<file path="src/rtl/rf_dbg_port_arbiter_pkg.sv">
// Shared types for the register-file debug port arbiter.
package rf_arb_pkg;

  // Width of the latched debug write data; matches the default XLEN of the arbiter.
  localparam int RF_XLEN = 32;

  localparam logic [4:0] X0_IDX = 5'd0;

  typedef enum logic [1:0] {
    IDLE    = 2'd0,
    WAIT    = 2'd1,
    RD_DATA = 2'd2,
    ACK     = 2'd3
  } state_e;

  // Debug access captured when it is accepted in IDLE.
  typedef struct packed {
    logic               we;
    logic [4:0]         addr;
    logic [RF_XLEN-1:0] wdata;
  } dbg_req_t;

endpackage

</file>
<file path="src/rtl/rf_dbg_port_arbiter_wait_timer.sv">
// Bounded-wait timer: counts ungranted wait cycles and raises a registered
// stall once the debug access has waited MAX_WAIT cycles.
module rf_arb_wait_timer #(
  parameter int MAX_WAIT = 16
) (
  input  logic clk,
  input  logic rst,
  input  logic i_clr,
  input  logic i_en,
  output logic o_stall
);

  localparam int CW = $clog2(MAX_WAIT + 1);
  localparam logic [CW-1:0] MAX_C = CW'(MAX_WAIT);
  localparam logic [CW-1:0] THR_C = CW'(MAX_WAIT - 1);

  logic [CW-1:0] r_cnt;
  logic          r_stall;

  // Saturating count of ungranted cycles; stall follows the enable so it
  // drops on the edge that ends the grant cycle.
  always_ff @(posedge clk) begin
    if (rst) begin
      r_cnt   <= '0;
      r_stall <= 1'b0;
    end else begin
      if (i_clr)
        r_cnt <= '0;
      else if (i_en && (r_cnt != MAX_C))
        r_cnt <= r_cnt + 1'b1;
      r_stall <= i_en && (r_cnt >= THR_C);
    end
  end

  assign o_stall = r_stall;

endmodule

</file>
<file path="src/rtl/rf_dbg_port_arbiter.sv">
// Shares int_rf read port 1 and the write port between the pipeline and the
// debug unit. The pipeline always wins; debug uses idle cycles and a wait
// timer forces a pipeline stall if it is held off too long.
module rf_dbg_port_arbiter
  import rf_arb_pkg::*;
#(
  parameter int XLEN     = 32,
  parameter int MAX_WAIT = 16
) (
  input  logic            clk,
  input  logic            rst,
  input  logic            pl_rd_req,
  input  logic [4:0]      pl_src1,
  input  logic [4:0]      pl_src2,
  input  logic            pl_we,
  input  logic [4:0]      pl_dst,
  input  logic [XLEN-1:0] pl_wdata,
  input  logic            dbg_req,
  input  logic            dbg_we,
  input  logic [4:0]      dbg_addr,
  input  logic [XLEN-1:0] dbg_wdata,
  output logic            dbg_ack,
  output logic [XLEN-1:0] dbg_rdata,
  output logic            pl_stall,
  output logic [4:0]      rf_src1,
  output logic [4:0]      rf_src2,
  input  logic [XLEN-1:0] rf_src1_q,
  output logic            rf_we,
  output logic [4:0]      rf_dst,
  output logic [XLEN-1:0] rf_wdata
);

  state_e          r_state, w_next;
  dbg_req_t        r_req;
  logic [XLEN-1:0] r_rdata;

  logic w_rd_grant, w_wr_grant, w_x0_rd;

  assign w_rd_grant = (r_state == WAIT) && !r_req.we && !pl_rd_req;
  assign w_wr_grant = (r_state == WAIT) &&  r_req.we && !pl_we;
  assign w_x0_rd    = !dbg_we && (dbg_addr == X0_IDX);

  // Next state and port muxing; the pipeline passes through except in a grant cycle.
  always_comb begin
    w_next   = r_state;
    rf_src1  = pl_src1;
    rf_we    = pl_we;
    rf_dst   = pl_dst;
    rf_wdata = pl_wdata;
    case (r_state)
      IDLE: begin
        if (dbg_req) w_next = w_x0_rd ? ACK : WAIT;
      end
      WAIT: begin
        if (w_rd_grant) begin
          rf_src1 = r_req.addr;
          w_next  = RD_DATA;
        end else if (w_wr_grant) begin
          // x0 is hardwired zero: complete the access without touching the file.
          if (r_req.addr != X0_IDX) begin
            rf_we    = 1'b1;
            rf_dst   = r_req.addr;
            rf_wdata = r_req.wdata;
          end
          w_next = ACK;
        end
      end
      RD_DATA: w_next = ACK;
      ACK:     w_next = IDLE;
      default: w_next = IDLE;
    endcase
  end

  // State register, request latch and read-result holding register.
  always_ff @(posedge clk) begin
    if (rst) begin
      r_state <= IDLE;
      r_req   <= '0;
      r_rdata <= '0;
    end else begin
      r_state <= w_next;
      if ((r_state == IDLE) && dbg_req) begin
        r_req <= '{we: dbg_we, addr: dbg_addr, wdata: dbg_wdata};
        if (w_x0_rd) r_rdata <= '0;
      end
      if (r_state == RD_DATA) r_rdata <= rf_src1_q;
    end
  end

  rf_arb_wait_timer #(.MAX_WAIT(MAX_WAIT)) u_wait_timer (
    .clk     (clk),
    .rst     (rst),
    .i_clr   (r_state == IDLE),
    .i_en    ((r_state == WAIT) && !w_rd_grant && !w_wr_grant),
    .o_stall (pl_stall)
  );

  assign dbg_ack   = (r_state == ACK);
  assign dbg_rdata = r_rdata;
  assign rf_src2   = pl_src2;

endmodule

</file>
<file path="config.mk">
export PLATFORM = sky130hd
export DESIGN_NAME = rf_dbg_port_arbiter
export DESIGN_NICKNAME = d
export VERILOG_FILES = /design/src/rtl/rf_dbg_port_arbiter_pkg.sv /design/src/rtl/rf_dbg_port_arbiter_wait_timer.sv /design/src/rtl/rf_dbg_port_arbiter.sv
export SDC_FILE = /design/constraint.sdc
export NUM_CORES = 1
export LEC_CHECK = 0
export CAP_MARGIN = 20
export CORE_MARGIN = 5
export CORE_UTILIZATION = 42
export CTS_CLUSTER_DIAMETER = 150
export DETAILED_ROUTE_END_ITERATION = 10
export PLACE_DENSITY = 0.85
export SYNTH_ARGS = -nofsm -noshare
export SYNTH_HDL_FRONTEND = slang
export SYNTH_SLANG_ARGS = --single-unit
</file>
<file path="constraint.sdc">
create_clock -name clk -period 5.2 [get_ports clk]
set_input_delay 1.04 -clock clk [delete_from_list [all_inputs] [get_ports clk]]
set_output_delay 1.04 -clock clk [all_outputs]
set_load 0.02 [all_outputs]
</file>
Word-level counts from Yosys, hierarchy flattened
Index checks and enable logic that the tools add are counted.
{ "op_classes": {"addsub": 1, "order_cmp": 1, "eq_ne": 6, "mux": 22, "reduce_logical": 24} }
{ "op_table": {"columns": ["cell", "count"], "rows": [
  ["$mux W32", 7],
  ["$mux W5", 6],
  ["$logic_and A1 B1 Y1", 10],
  ["$mux W2", 4],
  ["$pmux W2 S4", 1],
  ["$logic_not A1 Y1", 6],
  ["$add A5 B1 Y5 const B", 1],
  ["$ge A5 B4 Y1 const B", 1],
  ["$logic_not A5 Y1", 1],
  ["$ne A5 B5 Y1 const B", 1],
  ["$reduce_bool A5 Y1", 1],
  ["$eq A2 B2 Y1 const B", 2],
  ["$mux W1", 4],
  ["$reduce_and A2 Y1", 2],
  ["$reduce_bool A2 Y1", 2],
  ["$ne A3 B3 Y1 const B", 1],
  ["$eq A2 B1 Y1 const B", 1],
  ["$logic_not A2 Y1", 1],
  ["$ne A2 B2 Y1 const B", 1],
  ["$reduce_or A2 Y1", 1]
]} }
{ "totals": {"reg_bits": 78, "out_inout_bits": 82, "word_cells": 61} }

Longest topological paths before layout
{ "depth": {"ltp_word": 7, "ltp_mapped": 9, "depth_no_buf": 5} }

Hierarchy
A second synthesis with hierarchy kept.
{ "hier_totals": {"cells_unflattened": 428, "area_unflattened_um2": 3736.1} }
{ "modules_own_cells": {"columns": ["mod", "n_inst", "cells_per_inst", "area_each_um2"], "rows": [
  ["rf_dbg_port_arbiter", 1, 393, 3400.8],
  ["rf_arb_wait_timer", 1, 35, 335.3]
]} }

Worst setup path before layout
OpenSTA, ideal clock, no wires.
{ "synth_path": {"path_type": "input port to output port", "startpoint": "input port pl_we", "endpoint": "output port rf_wdata[27]", "arrival_ns": 2.094, "required_ns": 4.160, "path_slack_ns": 2.066, "stages": 6, "n_path_buf": 3, "cell_sequence": "and3b_1 -> buf_2 -> o21ai_2 -> buf_6 -> buf_6 -> mux2_1"} }
{ "synth_between": {"elab_chain_len": 5} }
{ "synth_rtl": {"columns": ["element", "line", "text"], "rows": [
  ["from (decl)", "rf_dbg_port_arbiter.sv:15", "input logic pl_we,"],
  ["$logic_not A1 Y1", "rf_dbg_port_arbiter.sv:40", "assign w_wr_grant = (r_state == WAIT) && r_req.we && !pl_we;"],
  ["$logic_and A1 B1 Y1", "rf_dbg_port_arbiter.sv:40", null],
  ["$mux W32", "rf_dbg_port_arbiter.sv:58", "end else if (w_wr_grant) begin"],
  ["$mux W32", "rf_dbg_port_arbiter.sv:55", "if (w_rd_grant) begin"],
  ["$mux W32", "rf_dbg_port_arbiter.sv:50", "case (r_state)"],
  ["to (decl)", "rf_dbg_port_arbiter.sv:30", "output logic [XLEN-1:0] rf_wdata"]
]} }
No other way between the ends.

Worst setup path in the final report
{ "layout_path": {"startpoint": "input port pl_we", "endpoint": "output port rf_wdata[5]"} }
Same word-level chain as after synthesis.

==> impl_metrics.json <==
{
  "ant_nets": 0,
  "yosysTopAreaCell": "dfxtp_1",
  "pwr-share-clk": 0.257,
  "first_pass_iters": 4,
  "drc": 0,
  "peakVddDrop_uv": 146,
  "sequentialPowerShare": 0.402,
  "antenna_found_initial": 0,
  "swShare": 0.328,
  "p_int_mw": 1.19,
  "path_clk_slew_ps": 80,
  "yosys.area.top_type_share": 0.411,
  "die_h_um": 105,
  "rows": 34,
  "clock-sinks": 78,
  "finalHoldViolCount": 0,
  "post_cts_buffers": 0,
  "layout_commonest_cell": "clkdlybuf4s50_1",
  "synth-compound-area-share": 0.171,
  "drtIter0Drc": 131,
  "synth_area_um2": 3800,
  "drt-total-wl_um": 12000,
  "cts_tree": "built",
  "p_per_area_nw_per_um2": 299,
  "crit_buf_inv": 3,
  "synthMuxAreaShare": 0.126,
  "synth_warnings": 0,
  "path_cells": "clkdlybuf4s50_1, and3b_1, o21ai_4, buf_4, mux2_2, clkdlybuf4s50_1",
  "p_switching_uw": 582,
  "cp.depth": 6,
  "r2r_cells": 6,
  "met2WireLength_um": 5800,
  "p_leak_nw": 2.22,
  "cts_root_buffer": "clkbuf_8",
  "syn_nets": 595,
  "syn_to_final_growth_pct": 56.1,
  "highest_layer": "met4",
  "holdCritPathClass": "flop to flop",
  "worstMarginPinSlew_ps": 1050,
  "place_ws_ps": 707,
  "ys.flop_type": "dfxtp_1",
  "wl_met1_um": 4900,
  "synthXorXnorAreaFrac": 0,
  "rsz0062_at_grt": "no",
  "period_share": 0.864,
  "critPathArrivalTime_ps": 3450,
  "cp-end-kind": "output port",
  "grt_pass1_wl_um": 19100,
  "hpwl_um": 9030,
  "h-tree-depth": 3,
  "cp_common_cell": "clkdlybuf4s50_1",
  "cts-resized-gates": 0,
  "synthCells": 465,
  "tns_ps": 0,
  "crit_required_ps": 4160,
  "pin_count": 204,
  "dr_total_vias": 3846,
  "setup.worst_path.start_class": "input pin",
  "worst-setup-path-type": "input pin to output port",
  "first_global_vias": 3916,
  "setup_viol": 0,
  "max_stage_delay_ps": 550,
  "cap_violations": 0,
  "drive_above_1_share": 0.0798,
  "synth.distinct_cells": 41,
  "die_w_um": 105,
  "slew_violations": 0,
  "holdBufCountCts": 0,
  "antenna_cells": 0,
  "cts_buffer_depth": 2,
  "wl_met3_um": 1160,
  "nets": 764,
  "fin_ws_ps": 707,
  "yosysSeqAreaShare": 0.411,
  "final_cell_mix": "clkdlybuf4s50_1 (192), nand2_1 (114), dfxtp_1 (78)",
  "grt_usage": 0.208,
  "die-area_um2": 11000,
  "clk_latency_ps": 340,
  "fmax_mhz": 223,
  "synth_area_per_cell_um2": 8.17,
  "crit_fanout": 22,
  "synth_seq_cells": 78,
  "vias_per_cell": 5.15,
  "cp_top_family": "buffers and inverters",
  "synth_top_family_by_area": "simple AND/OR/NAND/NOR gates",
  "fin_skew_ps": 7.96,
  "outcome": "completed",
  "cpMaxStageDelayCell": "clkdlybuf4s50_1",
  "synthTopCellsByArea": "dfxtp_1 (41%), nand2_1 (11%), a21oi_1 (9.5%)",
  "synth_edf_count": 0,
  "initial_core_util": 0.433,
  "post-route-util": 0.677,
  "yosys.area_share.simple": 0.204,
  "avgRoutedWirePerCell_um": 16.1,
  "core_area_um2": 8760,
  "r2r_setup_slack_ps": 3210,
  "async_flop_share": 0,
  "portBuffers": 193,
  "cts_buffers": 9,
  "min_path_cells": 2,
  "synth-adder-area-share": 0.0264,
  "grt_max_degree": 66,
  "maxSlewHeadroom": 0.297,
  "overflow": 0,
  "min_period_ps": 4490,
  "gp_congestion": 0.829,
  "pwr-share-comb": 0.341
}
per-layer routing:
layer | global-route usage | vias to the layer above
li1 | - | 1900
met1 | 0.239 | 1768
met4 | 0.0648 | 0
met5 | 0 | -
met3 | 0.0845 | 18
met2 | 0.353 | 160
power groups by stage:
| stage | logic [mW] | registers [mW] | clock network (mW) |
|---|---|---|---|
| after floorplan | 0.334 | 0.735 | 0 |
| after global placement | 0.583 | 0.721 | 0 |
| after detailed placement | 0.604 | 0.726 | 0 |
| after CTS | 0.606 | 0.713 | 0.469 |
| after global routing | 0.658 | 0.722 | 0.497 |
| final | 0.605 | 0.712 | 0.455 |
state kept, by name (all words and copies together) (netlist names):
register,cells
dbg_rdata,32
r_req,38
r_state,2
u_wait_timer.o_stall,1
u_wait_timer.r_cnt,5
synth_stat cells, types with 2 or more instances:
library cell	count
nand2_1	114
dfxtp_1	78
a21oi_1	72
nor2b_1	33
o21ai_0	28
clkbuf_1	26
mux2_2	25
mux2_1	14
ha_1	8
inv_1	7
buf_4	6
a22o_1	5
o21ai_1	5
buf_1	4
mux2i_1	4
nor2_1	3
a211oi_1	2
and3_1	2
buf_2	2
buf_6	2
nand3_1	2
nor3_1	2
or3b_2	2
or4_1	2
worst paths after layout:
kind                                              start                     end
worst max register to register  r_state[1]$_SDFFE_PP0P_   r_req[6]$_SDFFE_PP0P_
worst max-delay path                              pl_we             rf_wdata[5]
worst min register to register   r_req[21]$_SDFFE_PP0P_  r_req[21]$_SDFFE_PP0P_
worst min-delay path             r_req[21]$_SDFFE_PP0P_  r_req[21]$_SDFFE_PP0P_
per-stage QoR:
step	instances	cell area (um^2)	hold slack [ps]	power, mW
3_3_place_gp	729	5690	439	1.30
5_1_grt	747	5930	470	1.88
3_5_place_dp	730	5710	445	1.33
2_1_floorplan	465	3800	432	1.07
6_report	747	5930	454	1.77
4_1_cts	746	5910	456	1.79
area by class of cell:
type                            instances  area (um^2)
Clock inverter                          5         58.8
Clock buffer                           11          141
Timing Repair Buffer                  199         1990
Multi-Input combinational cell        339         2010
Tap cell                              108          135
Fill cell                             731         2830
Sequential cell                        78         1560
Inverter                                7         26.3
tightest hold or removal path: stages (launching register included):
cell,delay [ps]
dfxtp_1,310
nand2_1,50
a21oi_1,50
logic make-up after synthesis:
group           after synthesis
compound gates              120
flops                        78
simple gates                168
buf+inv                      48
fa+ha+maj                     8
mux                          43
No activity file was read; power rests on OpenSTA's default activity.
